$ cat config.mk
export PLATFORM = sky130hd
export DESIGN_NAME = mac_operand_sequencer_flat
export DESIGN_NICKNAME = d
export VERILOG_FILES = /design/src/rtl/mac_operand_sequencer_if.sv /design/src/rtl/mac_operand_sequencer.sv /design/src/flat_wrapper.sv
export SDC_FILE = /design/constraint.sdc
export NUM_CORES = 1
export LEC_CHECK = 0
export CORE_ASPECT_RATIO = 0.9
export CORE_UTILIZATION = 30
export DETAILED_ROUTE_END_ITERATION = 16
export PLACE_DENSITY_LB_ADDON = 0.1
export SLEW_MARGIN = 40
export SYNTH_ARGS = -nofsm -noshare
export SYNTH_HDL_FRONTEND = slang
export SYNTH_SLANG_ARGS = --single-unit
$ cat constraint.sdc
create_clock -name clk -period 5.95 [get_ports clk]
set_clock_uncertainty 0.05 [all_clocks]
set_input_delay 1.19 -clock clk [delete_from_list [all_inputs] [get_ports clk]]
set_output_delay 1.19 -clock clk [all_outputs]
set_load 0.01 [all_outputs]
$ cat src/rtl/mac_operand_sequencer_if.sv
// Bundle between the operand feeder and its environment: FIFO push side,
// vector command/status, and the drive lines that wire straight into the MAC.
interface mac_operand_sequencer_if #(
    parameter int DATA_WIDTH = 8,
    parameter int LEN_W      = 8
);
    logic                  wr_en;
    logic [DATA_WIDTH-1:0] wr_a;
    logic [DATA_WIDTH-1:0] wr_b;
    logic                  full;
    logic                  empty;
    logic                  start;
    logic [LEN_W-1:0]      len;
    logic                  busy;
    logic                  done;
    logic                  Clr;
    logic                  En;
    logic [DATA_WIDTH-1:0] Ain;
    logic [DATA_WIDTH-1:0] Bin;

    modport master (
        output wr_en, wr_a, wr_b, start, len,
        input  full, empty, busy, done, Clr, En, Ain, Bin
    );

    modport slave (
        input  wr_en, wr_a, wr_b, start, len,
        output full, empty, busy, done, Clr, En, Ain, Bin
    );
endinterface

$ cat src/rtl/mac_operand_sequencer.sv
// Buffers (A,B) pairs in a small FIFO and, on start, clears the MAC then streams
// exactly len pairs into it, stalling while the FIFO is dry; pulses done when Cout is final.
module mac_operand_sequencer #(
    parameter int DATA_WIDTH = 8,
    parameter int DEPTH      = 8,
    parameter int LEN_W      = 8
) (
    input  logic                    clk,
    input  logic                    rst_n,
    mac_operand_sequencer_if.slave  bus
);
    localparam int PTR_W = $clog2(DEPTH);
    localparam logic [PTR_W:0]   CNT_FULL = (PTR_W + 1)'(DEPTH);
    localparam logic [PTR_W:0]   CNT_ONE  = (PTR_W + 1)'(1);
    localparam logic [PTR_W-1:0] PTR_ONE  = PTR_W'(1);
    localparam logic [LEN_W-1:0] REM_ONE  = LEN_W'(1);

    typedef enum logic [1:0] {IDLE, CLEAR, STREAM, FINISH} state_t;

    state_t                state;
    state_t                next_state;
    logic [DATA_WIDTH-1:0] mem_a [DEPTH];
    logic [DATA_WIDTH-1:0] mem_b [DEPTH];
    logic [PTR_W-1:0]      wr_ptr;
    logic [PTR_W-1:0]      rd_ptr;
    logic [PTR_W:0]        count;
    logic [LEN_W-1:0]      rem;
    logic                  push;
    logic                  pop;
    logic                  fifo_full;
    logic                  fifo_empty;
    logic                  clr_q;
    logic                  en_q;
    logic                  done_q;
    logic                  busy_q;
    logic [DATA_WIDTH-1:0] ain_q;
    logic [DATA_WIDTH-1:0] bin_q;

    assign fifo_full  = (count == CNT_FULL);
    assign fifo_empty = (count == '0);
    assign push       = bus.wr_en && !fifo_full;

    // NOTE: defaults are assigned before the case so every path drives every signal and no latch is inferred.
    always_comb begin
        next_state = state;
        pop        = 1'b0;
        case (state)
            IDLE:   if (bus.start) next_state = CLEAR;
            CLEAR:  next_state = (rem == '0) ? FINISH : STREAM;
            STREAM: begin
                if (!fifo_empty) begin
                    pop = 1'b1;
                    if (rem == REM_ONE) next_state = FINISH;
                end
            end
            FINISH: next_state = IDLE;
            default: next_state = IDLE;
        endcase
    end

    // NOTE: all registered state uses non-blocking assignments so every flop samples pre-edge values.
    always_ff @(posedge clk or negedge rst_n) begin
        if (!rst_n) begin
            state  <= IDLE;
            rem    <= '0;
            clr_q  <= 1'b0;
            en_q   <= 1'b0;
            done_q <= 1'b0;
            busy_q <= 1'b0;
            ain_q  <= '0;
            bin_q  <= '0;
        end else begin
            state  <= next_state;
            busy_q <= (next_state != IDLE);
            clr_q  <= (state == CLEAR);
            en_q   <= pop;
            done_q <= (state == FINISH);
            if (state == IDLE && bus.start) begin
                rem <= bus.len;
            end else if (pop) begin
                rem <= rem - REM_ONE;
            end
            // Operands keep their last value while En is low.
            if (pop) begin
                ain_q <= mem_a[rd_ptr];
                bin_q <= mem_b[rd_ptr];
            end
        end
    end

    always_ff @(posedge clk or negedge rst_n) begin
        if (!rst_n) begin
            wr_ptr <= '0;
            rd_ptr <= '0;
            count  <= '0;
        end else begin
            if (push) wr_ptr <= wr_ptr + PTR_ONE;
            if (pop)  rd_ptr <= rd_ptr + PTR_ONE;
            case ({push, pop})
                2'b10:   count <= count + CNT_ONE;
                2'b01:   count <= count - CNT_ONE;
                default: count <= count;
            endcase
        end
    end

    // NOTE: the storage array has no reset; pointers and count alone decide which entries are valid.
    always_ff @(posedge clk) begin
        if (push) begin
            mem_a[wr_ptr] <= bus.wr_a;
            mem_b[wr_ptr] <= bus.wr_b;
        end
    end

    assign bus.full  = fifo_full;
    assign bus.empty = fifo_empty;
    assign bus.busy  = busy_q;
    assign bus.done  = done_q;
    assign bus.Clr   = clr_q;
    assign bus.En    = en_q;
    assign bus.Ain   = ain_q;
    assign bus.Bin   = bin_q;
endmodule

$ cat src/flat_wrapper.sv
// flat-port wrapper written by rule: the top's interface ports become plain ports
module mac_operand_sequencer_flat 
#(
    parameter int DATA_WIDTH = 8,
    parameter int DEPTH      = 8,
    parameter int LEN_W      = 8
)
  (clk, rst_n, bus_wr_en, bus_wr_a, bus_wr_b, bus_start, bus_len, bus_full, bus_empty, bus_busy, bus_done, bus_Clr, bus_En, bus_Ain, bus_Bin);
  mac_operand_sequencer_if #(.DATA_WIDTH(DATA_WIDTH), .LEN_W(LEN_W)) bus_i ();
  input  logic clk;
  input  logic rst_n;
  input wire logic [$bits(bus_i.wr_en)-1:0] bus_wr_en;
  input wire logic [$bits(bus_i.wr_a)-1:0] bus_wr_a;
  input wire logic [$bits(bus_i.wr_b)-1:0] bus_wr_b;
  input wire logic [$bits(bus_i.start)-1:0] bus_start;
  input wire logic [$bits(bus_i.len)-1:0] bus_len;
  output wire logic [$bits(bus_i.full)-1:0] bus_full;
  output wire logic [$bits(bus_i.empty)-1:0] bus_empty;
  output wire logic [$bits(bus_i.busy)-1:0] bus_busy;
  output wire logic [$bits(bus_i.done)-1:0] bus_done;
  output wire logic [$bits(bus_i.Clr)-1:0] bus_Clr;
  output wire logic [$bits(bus_i.En)-1:0] bus_En;
  output wire logic [$bits(bus_i.Ain)-1:0] bus_Ain;
  output wire logic [$bits(bus_i.Bin)-1:0] bus_Bin;
  assign bus_i.wr_en = bus_wr_en;
  assign bus_i.wr_a = bus_wr_a;
  assign bus_i.wr_b = bus_wr_b;
  assign bus_i.start = bus_start;
  assign bus_i.len = bus_len;
  assign bus_full = bus_i.full;
  assign bus_empty = bus_i.empty;
  assign bus_busy = bus_i.busy;
  assign bus_done = bus_i.done;
  assign bus_Clr = bus_i.Clr;
  assign bus_En = bus_i.En;
  assign bus_Ain = bus_i.Ain;
  assign bus_Bin = bus_i.Bin;
  mac_operand_sequencer #(.DATA_WIDTH(DATA_WIDTH), .DEPTH(DEPTH), .LEN_W(LEN_W)) u_core (.clk(clk), .rst_n(rst_n), .bus(bus_i));
endmodule
==> results.toml <==
[global_routing]
global_route_usage_over_all_layers = 0.1279
grt_first_pass_wirelength_um = 21130
antenna_found_initial = 0
grt_overflow = 0
first_global_vias = 3507
largest_net_degree_at_the_start_of_global_routing = 43

[finish]
area_delta_synth_final_pct = 21.82
drive_above_1_share = 0.2032
finish.cell_count_without_fillers = 734
postLayoutCoreUtil = 0.3742
antenna_cells_inserted = 0
final_nets = 470
fin_area_um2 = 8118

[critical_path]
critPathArrivalTime_ps = 3500
critical-path-top-delay-family = "compound AO/OA/AOI/OAI gates"
r2r_cells = 10
timing.setup.critical_path_class = "in -> reg"
worst-r2r-setup-slack_ps = 3030
timing.critical_path.from = "bus_wr_en"
crit_path_max_incr_delay_ps = 530
worst_setup_path_end_kind = "flip-flop"
setup.worst_path.start_class = "input port"
critical_path_depth = 10
cell_chain_critical_path = "clkdlybuf4s50_1 -> a21boi_1 -> inv_2 -> ha_1 -> xor2_1 -> ha_1 -> a21oi_1 -> xor2_1 -> nor2_1 -> xor2_1"
crit_slowest_cell = "sky130_fd_sc_hd__a21boi_1"
regToRegStartpoint = "u_core.count[1]"
cp_required_ps = 6190
endpoint = "u_core.count[2]"
critical_path_fanout_max = 6
crit-reg2reg-capture = "u_core.count[2]"
critPathBufInv = 2
critical-path-top-cell-by-count = "sky130_fd_sc_hd__xor2_1"

[placed_design]
dp_hpwl_um = 7542
dp_worst_setup_slack_ps = 2273
dpl.cell_count = 702
globalplace.congestion = 0.7111
placement.io_buffers = 49
cell_area_after_placement_um2 = 7569

[yosys]
post_synth_instance_area_um2 = 6664
postSynthAreaPerCell_um2 = 18.11
count_of_cell_types_in_the_netlist = 36
yosys_warnings = 0
postSynthNetCount = 408
netlist_instances = 368
postSynthRegisterBits = 168
synth-seq-area-share = 0.7270

[clock_tree]
cts.hold.buffers_added = 0
max-clock-path-buffers = 2
cts.clk_slew.worst_paths_ps = 60
number_of_cts_inserted_buffers = 17
postCtsResizedCells = 0
cts_max_level = 4
insertion_delay_ps = 420
number_of_clock_sinks = 168
tritoncts_clock_tree = "yes"
post_cts.repair.setup_buffers = 0
cts_root_buf = "sky130_fd_sc_hd__clkbuf_16"

[detailed_routing]
totalWireLength_um = 13360
wl_per_cell_um = 18.19
firstDrtPassIters = 4
routed_via_count_divided_by_cell_count = 4.535
detail_route.drc_violations = 0
drtIter0Drc = 159
vias = 3329
antenna_violating_nets_post_route = 0

[floorplanning]
fp.dieArea_um2 = 22810
die-height_um = 143.4
floorplan.rows = 51
chipWidth_um = 159.1
ios = 50
floorplan.core_area_um2 = 21700
initial_utilization = 0.3072

[sta]
fin_crit_sh = 0.5473
slew-limit-headroom = 0.5218
tightest_slew_ps = 717.3
maxClockFrequency_ghz = 0.3071
finalCriticalPeriod_ps = 3256
drv_slew = 0
fin_ws_ps = 2694
rsz_0062_raised_after_global_routing = "false"
final_hold_viol_count = 0
setup-tns-final_ps = 0
hold_ws_ps = 428.4
number_of_setup_violations_in_the_final_report = 0

[pwr]
share_comb_of_total_power = 0.328
share_seq_of_total_power = 0.422
power_leakage_nw = 2.752
final_power_mw = 4.147
pwr_per_cell_area_nw_per_um2 = 510.8
p_int_mw = 2.795
total_switching_power_mw = 1.352
clock_power_share = 0.249
power_switching_share = 0.3260
vdd_drop_max_mv = 0.2177

[outcome]
outcome = "finished, final reports clean"

[hold_path]
hold_path_class = "reg -> reg"

[run]
timing.max_cap.violations = 0
## power by group through the flow
| stage | Combinational [mW] | Sequential [mW] | Clock (mW) |
|---|---|---|---|
| floorplan | 0.978 | 1.71 | 0 |
| global placement | 1.39 | 1.77 | 0 |
| detailed placement | 1.40 | 1.78 | 0 |
| CTS | 1.40 | 1.76 | 1.07 |
| global route | 1.53 | 1.79 | 1.12 |
| finish | 1.36 | 1.75 | 1.03 |
## final cells by class
type / instances / area (um^2)
Fill cell: 2040 / 13580
Sequential cell: 168 / 4850
Multi-Input combinational cell: 175 / 1753
Timing Repair Buffer: 61 / 575.6
Clock buffer: 18 / 429.2
Tap cell: 291 / 364.1
Clock inverter: 14 / 120.1
Inverter: 7 / 26.28
## layout by cell type, fill, tap and decap left out, types with 5 or more instances in the layout
| cell type | Yosys | final |
|---|---|---|
| sky130_fd_sc_hd__a21oi_1 | 5 | 5 |
| sky130_fd_sc_hd__buf_4 | 0 | 12 |
| sky130_fd_sc_hd__clkbuf_16 | 0 | 17 |
| sky130_fd_sc_hd__clkdlybuf4s50_1 | 0 | 48 |
| sky130_fd_sc_hd__dfrtp_1 | 40 | 38 |
| sky130_fd_sc_hd__edfxtp_1 | 128 | 128 |
| sky130_fd_sc_hd__ha_1 | 12 | 12 |
| sky130_fd_sc_hd__inv_1 | 5 | 5 |
| sky130_fd_sc_hd__inv_6 | 0 | 5 |
| sky130_fd_sc_hd__mux2i_1 | 16 | 16 |
| sky130_fd_sc_hd__mux4_2 | 32 | 32 |
| sky130_fd_sc_hd__nand2_1 | 33 | 33 |
| sky130_fd_sc_hd__nor2_1 | 5 | 5 |
| sky130_fd_sc_hd__o21ai_0 | 11 | 11 |
| sky130_fd_sc_hd__o21ai_1 | 12 | 12 |
| sky130_fd_sc_hd__xnor2_1 | 9 | 9 |
| sky130_fd_sc_hd__xor2_1 | 6 | 6 |
## routing by layer
layer / GRT usage / share of wire
met3: 0.03665 / 0.033
met1: 0.1637 / 0.47
met5: 0 / 0
met2: 0.2110 / 0.49
met4: 0.03947 / 0.0075
## worst min path at each step
stage | startpoint | end | slack [ps] | cells past startpoint
2_1_floorplan | u_core.state[1] | u_core.bus.done | 460 | 1
3_3_place_gp | u_core.bus.Bin[1] | u_core.bus.Bin[1] | 410 | 2
3_5_place_dp | u_core.bus.Bin[3] | u_core.bus.Bin[3] | 420 | 2
4_1_cts | u_core.bus.Bin[3] | u_core.bus.Bin[3] | 440 | 2
5_1_grt | u_core.bus.Bin[1] | u_core.bus.Bin[1] | 470 | 2
6_report | u_core.bus.Bin[2] | u_core.bus.Bin[2] | 430 | 2
## synth_stat cells, drive strengths merged
cell	instances	area share
a21boi	1	0.0011
nor4	3	0.0028
nor3b	3	0.0034
and2	2	0.0019
edfxtp	128	0.58
dfrtp	40	0.15
ha	12	0.023
a21oi	5	0.0038
o311ai	2	0.0026
xor2	6	0.0079
nor4b	2	0.0026
nand2	33	0.019
nor2b	3	0.0028
xnor2	9	0.012
a31oi	1	0.00094
or4	3	0.0039
nor2	5	0.0028
clkbuf	8	0.0045
o22ai	1	0.0019
nor3	5	0.0038
a22oi	1	0.0011
buf	10	0.0071
or2	1	0.00094
o21ai	23	0.017
mux2	2	0.0034
inv	7	0.0039
mux4	32	0.11
or3	1	0.00094
and3	1	0.00094
o32ai	1	0.0013
o41ai	1	0.0041
mux2i	16	0.024
## tightest hold or removal path, stage by stage, from the launching register on
cell and delay, ps:
sky130_fd_sc_hd__dfrtp_1 340, sky130_fd_sc_hd__nand2_1 50, sky130_fd_sc_hd__o21ai_0 60
## state kept, by name, summed over array words and instances, names as in the netlist, 2 cells and up
| register | count |
|---|---|
| u_core.mem_a | 64 |
| u_core.mem_b | 64 |
| u_core.bus.Ain | 8 |
| u_core.bus.Bin | 8 |
| u_core.rem | 8 |
| u_core.count | 4 |
| u_core.rd_ptr | 3 |
| u_core.wr_ptr | 3 |
| u_core.state | 2 |
## kinds of logic (layout without fill, tap and decap cells)
logic type / Yosys count / in the layout / share of synthesized area
xor gates and xnor gates: 15 / 15 / 0.01972
DFF: 168 / 168 / 0.7270
buffers and inverters: 25 / 100 / 0.01559
and+or+nand+nor: 62 / 62 / 0.04544
muxes: 50 / 50 / 0.1356
AOI/OAI and AO/OA: 36 / 36 / 0.03417
adders and majority gates: 12 / 12 / 0.02253
Power figures use the tool's default switching activity.
